## config.mk

```make
export PLATFORM = sky130hd
export DESIGN_NAME = cla4_stage64_flat
export DESIGN_NICKNAME = d
export VERILOG_FILES = /design/src/rtl/cla4_stage64_pkg.sv /design/src/rtl/cla4_stage64_if.sv /design/src/rtl/cla4_stage64_cla16_slice.sv /design/src/rtl/cla4_stage64.sv /design/src/flat_wrapper.sv
export SDC_FILE = /design/constraint.sdc
export NUM_CORES = 1
export LEC_CHECK = 0
export CORE_MARGIN = 4
export CORE_UTILIZATION = 45
export CTS_CLUSTER_DIAMETER = 80
export CTS_CLUSTER_SIZE = 8
export DETAILED_ROUTE_END_ITERATION = 7
export GPL_TIMING_DRIVEN = 0
export PLACE_DENSITY = 0.69
export SYNTH_ARGS = -nofsm -noshare
export SYNTH_HDL_FRONTEND = slang
export SYNTH_SLANG_ARGS = --single-unit
```

## constraint.sdc

```tcl
create_clock -name clock -period 2.3 [get_ports clock]
set_input_delay 0.575 -clock clock [delete_from_list [all_inputs] [get_ports clock]]
set_output_delay 0.575 -clock clock [all_outputs]
set_load 0.02 [all_outputs]
```

## src/rtl/cla4_stage64_pkg.sv

```systemverilog
// Shared constants and carry-lookahead helpers for the 64-bit, 4-stage pipelined adder.
package cla4_stage64_pkg;

   localparam int DATA_W     = 64;
   localparam int SLICE_W    = 16;
   localparam int NUM_STAGES = 4;
   localparam int GROUP_W    = 4;

   // Carry into each position of a GROUP_W-wide block, every term expanded flat (no ripple).
   function automatic logic [GROUP_W-1:0] lookahead_carries(
      input logic [GROUP_W-1:0] g,
      input logic [GROUP_W-1:0] p,
      input logic               cin
   );
      logic [GROUP_W-1:0] c;
      logic               term;
      for (int i = 0; i < GROUP_W; i++) begin
         c[i] = cin;
         for (int k = 0; k < i; k++) c[i] &= p[k];
         for (int j = 0; j < i; j++) begin
            term = g[j];
            for (int k = j + 1; k < i; k++) term &= p[k];
            c[i] |= term;
         end
      end
      return c;
   endfunction

   function automatic logic group_generate(
      input logic [GROUP_W-1:0] g,
      input logic [GROUP_W-1:0] p
   );
      logic gg;
      logic term;
      gg = 1'b0;
      for (int j = 0; j < GROUP_W; j++) begin
         term = g[j];
         for (int k = j + 1; k < GROUP_W; k++) term &= p[k];
         gg |= term;
      end
      return gg;
   endfunction

endpackage

```

## src/rtl/cla4_stage64_if.sv

```systemverilog
// Operand/result bundle of the pipelined adder; the master drives operands.
interface cla4_stage64_if;
   import cla4_stage64_pkg::*;

   logic [DATA_W-1:0] in_a;
   logic [DATA_W-1:0] in_b;
   logic [DATA_W:0]   out_sum;

   modport master (output in_a, output in_b, input out_sum);
   modport slave  (input in_a, input in_b, output out_sum);
endinterface

```

## src/rtl/cla4_stage64_cla16_slice.sv

```systemverilog
// Combinational 16-bit two-level carry-lookahead adder slice.
module cla16_slice
   import cla4_stage64_pkg::*;
(
   input  logic [SLICE_W-1:0] a,
   input  logic [SLICE_W-1:0] b,
   input  logic               cin,
   output logic [SLICE_W-1:0] sum,
   output logic               cout
);

   localparam int NUM_GROUPS = SLICE_W / GROUP_W;

   logic [SLICE_W-1:0]    g;
   logic [SLICE_W-1:0]    p;
   logic [SLICE_W-1:0]    c;
   logic [NUM_GROUPS-1:0] grp_g;
   logic [NUM_GROUPS-1:0] grp_p;
   logic [NUM_GROUPS-1:0] grp_c;

   assign g = a & b;
   assign p = a ^ b;

   for (genvar gi = 0; gi < NUM_GROUPS; gi++) begin : g_group
      assign grp_g[gi] = group_generate(g[GROUP_W*gi +: GROUP_W], p[GROUP_W*gi +: GROUP_W]);
      assign grp_p[gi] = &p[GROUP_W*gi +: GROUP_W];
      assign c[GROUP_W*gi +: GROUP_W] =
         lookahead_carries(g[GROUP_W*gi +: GROUP_W], p[GROUP_W*gi +: GROUP_W], grp_c[gi]);
   end

   // Second lookahead level: group carries straight from group G/P and cin.
   assign grp_c = lookahead_carries(grp_g, grp_p, cin);
   assign cout  = group_generate(grp_g, grp_p) | (&grp_p & cin);
   assign sum   = p ^ c;

endmodule

```

## src/rtl/cla4_stage64.sv

```systemverilog
// 64-bit adder pipelined as four 16-bit CLA stages with operand skew and sum deskew.
module cla4_stage64
   import cla4_stage64_pkg::*;
(
   input  logic           clock,
   input  logic           reset,
   cla4_stage64_if.slave  bus
);

   for (genvar gi = 0; gi < NUM_STAGES; gi++) begin : g_stage
      localparam int LO = gi * SLICE_W;
      localparam int HI = LO + SLICE_W - 1;

      // Operands still pending for this and later stages; lower sums accumulate in sum_reg.
      logic [DATA_W-1:LO]  a_op;
      logic [DATA_W-1:LO]  b_op;
      logic                cin;
      logic [SLICE_W-1:0]  slice_sum;
      logic                slice_cout;
      logic [HI:0]         sum_next;
      logic [HI:0]         sum_reg;
      logic                carry_reg;

      if (gi == 0) begin : g_head
         assign a_op     = bus.in_a;
         assign b_op     = bus.in_b;
         assign cin      = 1'b0;
         assign sum_next = slice_sum;
      end else begin : g_tail
         assign a_op     = g_stage[gi-1].g_skew.a_skew_reg;
         assign b_op     = g_stage[gi-1].g_skew.b_skew_reg;
         assign cin      = g_stage[gi-1].carry_reg;
         assign sum_next = {slice_sum, g_stage[gi-1].sum_reg};
      end

      cla16_slice u_slice (
         .a    (a_op[HI:LO]),
         .b    (b_op[HI:LO]),
         .cin  (cin),
         .sum  (slice_sum),
         .cout (slice_cout)
      );

      always_ff @(posedge clock or negedge reset) begin
         if (!reset) begin
            sum_reg   <= '0;
            carry_reg <= 1'b0;
         end else begin
            sum_reg   <= sum_next;
            carry_reg <= slice_cout;
         end
      end

      if (gi < NUM_STAGES - 1) begin : g_skew
         logic [DATA_W-1:HI+1] a_skew_reg;
         logic [DATA_W-1:HI+1] b_skew_reg;

         always_ff @(posedge clock or negedge reset) begin
            if (!reset) begin
               a_skew_reg <= '0;
               b_skew_reg <= '0;
            end else begin
               a_skew_reg <= a_op[DATA_W-1:HI+1];
               b_skew_reg <= b_op[DATA_W-1:HI+1];
            end
         end
      end
   end

   assign bus.out_sum = {g_stage[NUM_STAGES-1].carry_reg, g_stage[NUM_STAGES-1].sum_reg};

endmodule

```

## src/flat_wrapper.sv

```systemverilog
// flat-port wrapper written by rule: the top's interface ports become plain ports
module cla4_stage64_flat import cla4_stage64_pkg::*;
  (clock, reset, bus_in_a, bus_in_b, bus_out_sum);
  cla4_stage64_if bus_i ();
  input  logic clock;
  input  logic reset;
  input wire logic [$bits(bus_i.in_a)-1:0] bus_in_a;
  input wire logic [$bits(bus_i.in_b)-1:0] bus_in_b;
  output wire logic [$bits(bus_i.out_sum)-1:0] bus_out_sum;
  assign bus_i.in_a = bus_in_a;
  assign bus_i.in_b = bus_in_b;
  assign bus_out_sum = bus_i.out_sum;
  cla4_stage64 u_core (.clock(clock), .reset(reset), .bus(bus_i));
endmodule
```

* Word-level counts from Yosys, hierarchy flattened
Cells that the tools add are included.
** Storage, ports and cells
- Register bits :: 356
- Output and inout port bits :: 65
** Operators by class
- Reduce and logical (&&, ||, !) cells :: 18
- Bitwise logic cells :: 366
** Operators with widths (number)
- AND 1 bit :: 177
- OR 1 bit :: 177
- bitwise XOR 16 bit :: 8
- AND 16 bit :: 4
- AND reduction 4 bit :: 15
- AND reduction 16 bit :: 3

* Depth between registers and ports, before layout
- Depth after elaboration :: 19
- Depth in mapped cells :: 11
- Mapped depth without buffers :: 11

* Modules after synthesis
Synthesis repeated with hierarchy kept, for this count alone.
** Second synthesis, totals
- Cell total of the unflattened synthesis :: 692
- Area, all modules :: 11727.5 um^2
** By module, submodules not included
- cla4_stage64 :: area an instance 8919.8 um^2, cells each 358, sequential area each 8908.5 um^2, times used 1
- cla16_slice at u_core.g_stage[1].u_slice ... :: area an instance 693.2 um^2, cells each 83, sequential area each 0.0 um^2, times used 2
- cla16_slice at u_core.g_stage[0].u_slice :: area an instance 715.7 um^2, cells each 84, sequential area each 0.0 um^2, times used 1
- cla16_slice at u_core.g_stage[3].u_slice :: area an instance 705.7 um^2, cells each 84, sequential area each 0.0 um^2, times used 1

* Worst setup path before layout
OpenSTA, ideal clock, no wires.
- Path kind :: input-to-reg
- Start point :: input port bus_in_b[1]
- End point :: register u_core.g_stage[0].sum_reg[15]
- Stages on the path :: 11
- Library setup time :: 80 ps
- Arrival :: 2323 ps
- Setup slack :: -103 ps
- Buffers on the path :: 0
- Cells stage by stage :: ha_1 -> ha_1 -> o211ai_1 -> nand2_1 -> a21oi_2 -> o21ai_2 -> ha_1 -> o21a_1 -> o21a_1 -> nor2_1 -> xnor2_1
** On the way
- Cells in the longest elaborated chain, start to end :: 18
- Elaborated cells on any way between the ends :: 21
- Those cells by class :: 21 x bitwise
** RTL lines
- from (decl) :: RTL line flat_wrapper.sv:8 : input wire logic [$bits(bus_i.in_b)-1:0] bus_in_b;
- bitwise XOR 16 bit :: RTL line cla4_stage64_cla16_slice.sv:22 : assign p = a ^ b;
- AND 1 bit (3 in series) :: RTL line cla4_stage64_pkg.sv:38 : for (int k = j + 1; k < GROUP_W; k++) term &= p[k];
- OR 1 bit (*) (3 in series) :: RTL line cla4_stage64_pkg.sv:39 : gg |= term;
- AND 1 bit (*) (2 in series) :: RTL line cla4_stage64_pkg.sv:22 : for (int k = j + 1; k < i; k++) term &= p[k];
- OR 1 bit (*) (2 in series) :: RTL line cla4_stage64_pkg.sv:23 : c[i] |= term;
- AND 1 bit (*) (3 in series) :: RTL line cla4_stage64_pkg.sv:19 : for (int k = 0; k < i; k++) c[i] &= p[k];
- OR 1 bit (*) (3 in series) :: RTL line cla4_stage64_pkg.sv:23
- bitwise XOR 16 bit (*) :: RTL line cla4_stage64_cla16_slice.sv:34 : assign sum = p ^ c;
- net u_core.g_stage[0].slice_sum[15] :: RTL line cla4_stage64.sv:18 : logic [SLICE_W-1:0] slice_sum;
- to (signal assigned) :: RTL line cla4_stage64.sv:49 : sum_reg <= sum_next;
- to (decl) :: RTL line cla4_stage64.sv:21 : logic [HI:0] sum_reg;
Mark *: on every way through the listed nets, which the timed path passes. The rest lies on a longest branch.

* Final worst setup path
- Start point :: register u_core.g_stage[2].g_skew.b_skew_reg[53] (netlist name)
- End point :: register u_core.g_stage[3].sum_reg[63]
** On the way
- Cells in the longest elaborated chain, start to end :: 17
- Elaborated cells on any way between the ends :: 26
- Those cells by class :: 25 x bitwise; 1 x reduce/logical
** RTL lines
- from (decl) :: RTL line cla4_stage64.sv:56 : logic [DATA_W-1:HI+1] b_skew_reg;
- from (signal assigned) :: RTL line cla4_stage64.sv:64 : b_skew_reg <= b_op[DATA_W-1:HI+1];
- bitwise XOR 16 bit :: RTL line cla4_stage64_cla16_slice.sv:22
- AND 1 bit (3 in series) :: RTL line cla4_stage64_pkg.sv:38
- OR 1 bit (3 in series) :: RTL line cla4_stage64_pkg.sv:39
- AND 1 bit :: RTL line cla4_stage64_pkg.sv:22
- OR 1 bit (*) (2 in series) :: RTL line cla4_stage64_pkg.sv:23
- AND 1 bit (*) (3 in series) :: RTL line cla4_stage64_pkg.sv:19
- OR 1 bit (*) (3 in series) :: RTL line cla4_stage64_pkg.sv:23
- bitwise XOR 16 bit (*) :: RTL line cla4_stage64_cla16_slice.sv:34
- net u_core.g_stage[3].slice_sum[15] :: RTL line cla4_stage64.sv:18
- to (signal assigned) :: RTL line cla4_stage64.sv:49
- to (decl) :: RTL line cla4_stage64.sv:21
Marked as above.

==> results.json <==
{
  "drive_gt1_share_pct": 12.6,
  "io_buffers": 194,
  "power_density_nw_per_um2": 986,
  "yosys_register_bits": 356,
  "ys_top_cells_by_area": "dfrtp_1 (77%), ha_1 (8.7%), fa_1 (2.8%)",
  "fin_crit_sh_pct": 96.3,
  "synthCells": 667,
  "ys_types": 28,
  "ios": 195,
  "die_w_um": 168,
  "clk_pin_slew_ps": 50,
  "post-route-min-period_ps": 2220,
  "crit_path_end_kind": "flip-flop",
  "grt_max_degree": 132,
  "synth_top_area_share_pct": 77.3,
  "placementRows": 58,
  "cts-buffers-inserted": 50,
  "start_util_pct": 45.7,
  "drc": 0,
  "vias": 5881,
  "antenna_found_initial": 1,
  "cts_tree": "done",
  "ys_seq_area_share_pct": 77.3,
  "grt_pass1_vias": 6508,
  "largest_register_ffs": 160,
  "cp_max_fo": 4,
  "drtIter0Drc": 336,
  "holdWs_ps": 79.0,
  "clkLatencyLatePin_ps": 540,
  "numPlacedInstances": 1193,
  "async_reset_ff_share_pct": 100,
  "ant_nets": 0,
  "drv_cap": 0,
  "synth_top_flop_cell": "dfrtp_1",
  "place.gp.congestion": 0.766,
  "fill_cells": 1839,
  "hold_buffers": 0,
  "nets": 1151,
  "cts.sinks": 356,
  "place_worst_setup_slack_ps": -834,
  "synth_nets": 893,
  "status": "completed",
  "syn-mean-instance-area_um2": 17.3,
  "clock_skew_ps": 20.3,
  "fp.dieH_um": 168,
  "hold_viol_final": 0,
  "dr.pass1.iters": 4,
  "grt.overflow.total": 0,
  "synth_edf_count": 0,
  "worstPathRequired_ps": 2720,
  "cp.arrival_ps": 2630,
  "peakVddDrop_v": 0.000616,
  "cts_buffer_depth": 3,
  "slew_violations": 0,
  "leakage_uw": 0.00696,
  "cts_max_level": 2,
  "r2r_cells": 10,
  "setup-violations-final": 0,
  "path_class": "reg -> reg",
  "yosys_warnings": 0,
  "grt_first_pass_wirelength_mm": 31.8,
  "slew_headroom_pct": 45.2,
  "areaGrowthSynthToFinish_pct": 35.5,
  "hp-class": "in -> async",
  "ctsRootBufferMaster": "clkbuf_16",
  "worst_pin_slew_ps": 822,
  "syn_area_um2": 11500,
  "die_area_um2": 28200,
  "gr-usage-all-layers_pct": 14.2,
  "coreArea_um2": 25200,
  "critPathLaunchType": "flip-flop",
  "yosys.area.top_type": "dfrtp_1",
  "viasPerCell": 4.67,
  "setup_ws_ps": 84.5,
  "avgRoutedWirePerCell_um": 15.8,
  "final-instance-count-excl-fill": 1258,
  "max_freq_mhz": 451,
  "place_hpwl_mm": 13.3,
  "wirelength_mm": 19.9
}
layer usage:
| layer | GRT usage [%] | routed length, µm | vias up |
|---|---|---|---|
| li1 | - | - | 2738 |
| met1 | 17.2 | 7810 | 2906 |
| met2 | 22.8 | 9630 | 191 |
| met3 | 6.20 | 1910 | 44 |
| met4 | 4.90 | 492 | 2 |
| met5 | 0 | 13 | - |
final timing paths:
kind                       slack, ps                                      end                                     from
min in group clock               310             u_core.g_stage[0].sum_reg[0]                              bus_in_b[0]
setup reg to reg                  80            u_core.g_stage[3].sum_reg[63]  u_core.g_stage[2].g_skew.b_skew_reg[53]
hold reg to reg                  320  u_core.g_stage[1].g_skew.a_skew_reg[48]  u_core.g_stage[0].g_skew.a_skew_reg[48]
hold / removal                    80            u_core.g_stage[2].sum_reg[36]                                    reset
max in group asynchronous       1080  u_core.g_stage[0].g_skew.b_skew_reg[16]                                    reset
setup / recovery                  80            u_core.g_stage[3].sum_reg[63]  u_core.g_stage[2].g_skew.b_skew_reg[53]
report_power, final:
| group | switching, µW | leakage, µW | internal (µW) |
|---|---|---|---|
| sequential | 229 | 0.00414 | 7020 |
| clock | 2320 | 0.000646 | 3900 |
| combinational | 963 | 0.00217 | 953 |
| total | 3510 | 0.00696 | 11900 |
final cells by class:
class | count | area (µm²) | area share [%]
diodes | 1 | 2.50 | 0.0160
well taps | 330 | 413 | 2.64
plain buffers | 1 | 7.51 | 0.0481
clock inverters | 4 | 63.8 | 0.409
repair buffers | 206 | 2080 | 13.3
flip-flops and latches | 356 | 8910 | 57.1
multi-input cells | 306 | 2870 | 18.4
clock buffers | 50 | 1250 | 8.01
inverters | 4 | 15.0 | 0.0962
cells in the final DEF, fill, tap and decap left out, drive strengths merged, types with 17 or more instances in the layout:
cell type | synthesis | layout
a21oi | 25 | 25
clkbuf | 0 | 52
clkdlybuf4s50 | 0 | 186
dfrtp | 356 | 356
ha | 80 | 80
nand2 | 18 | 18
nor2 | 40 | 40
nor3 | 17 | 17
o21a | 27 | 27
xor2 | 18 | 18
logic make-up (layout without fill, tap and decap cells):
family | Yosys count | count (layout) | synth area share, %
AND/OR/NAND/NOR | 96 | 96 | 3.81
AO/OA/AOI/OAI | 80 | 80 | 4.61
other | 0 | 1 | 0
XOR/XNOR | 34 | 34 | 2.58
adder cells (fa/ha/maj) | 96 | 96 | 11.5
flip-flops | 356 | 356 | 77.3
buffers and inverters | 5 | 265 | 0.195
cells in the mapped netlist (all sizes together) (6+ instances only):
cell type and number:
a21o 9, a21oi 25, dfrtp 356, fa 16, ha 80, nand2 18, nand3 6, nor2 40
nor2b 6, nor3 17, o21a 27, o21ai 9, xnor2 16, xor2 18
per-stage QoR:
stage | total power (µW) | area (µm²) | util [%] | setup TNS (ps)
after floorplan | 8120 | 11500 | - | -16.5
after global placement | 9160 | 13900 | 55.2 | -4917870
after detailed placement | 9190 | 14000 | 55.5 | -7780
after CTS | 15600 | 15300 | 60.9 | 0
after global routing | 16200 | 15600 | 62.0 | -46.0
final | 15400 | 15600 | 62.0 | 0
what timing repair did:
item	4_1_cts	5_1_grt
setup buffers	2	8
pin swaps	5	28
endpoints found under the setup margin	16	20
resized for setup	12	46
critical path: stages (launching register included):
cell and delay [ps]:
dfrtp_1 370, ha_1 370, a21oi_1 110, o21ai_2 160
or3b_1 370, nand3_1 110, ha_2 180, o21a_1 120
o21a_1 140, nor2_1 60, xnor2_1 120
(Power assumes the default switching activity.)
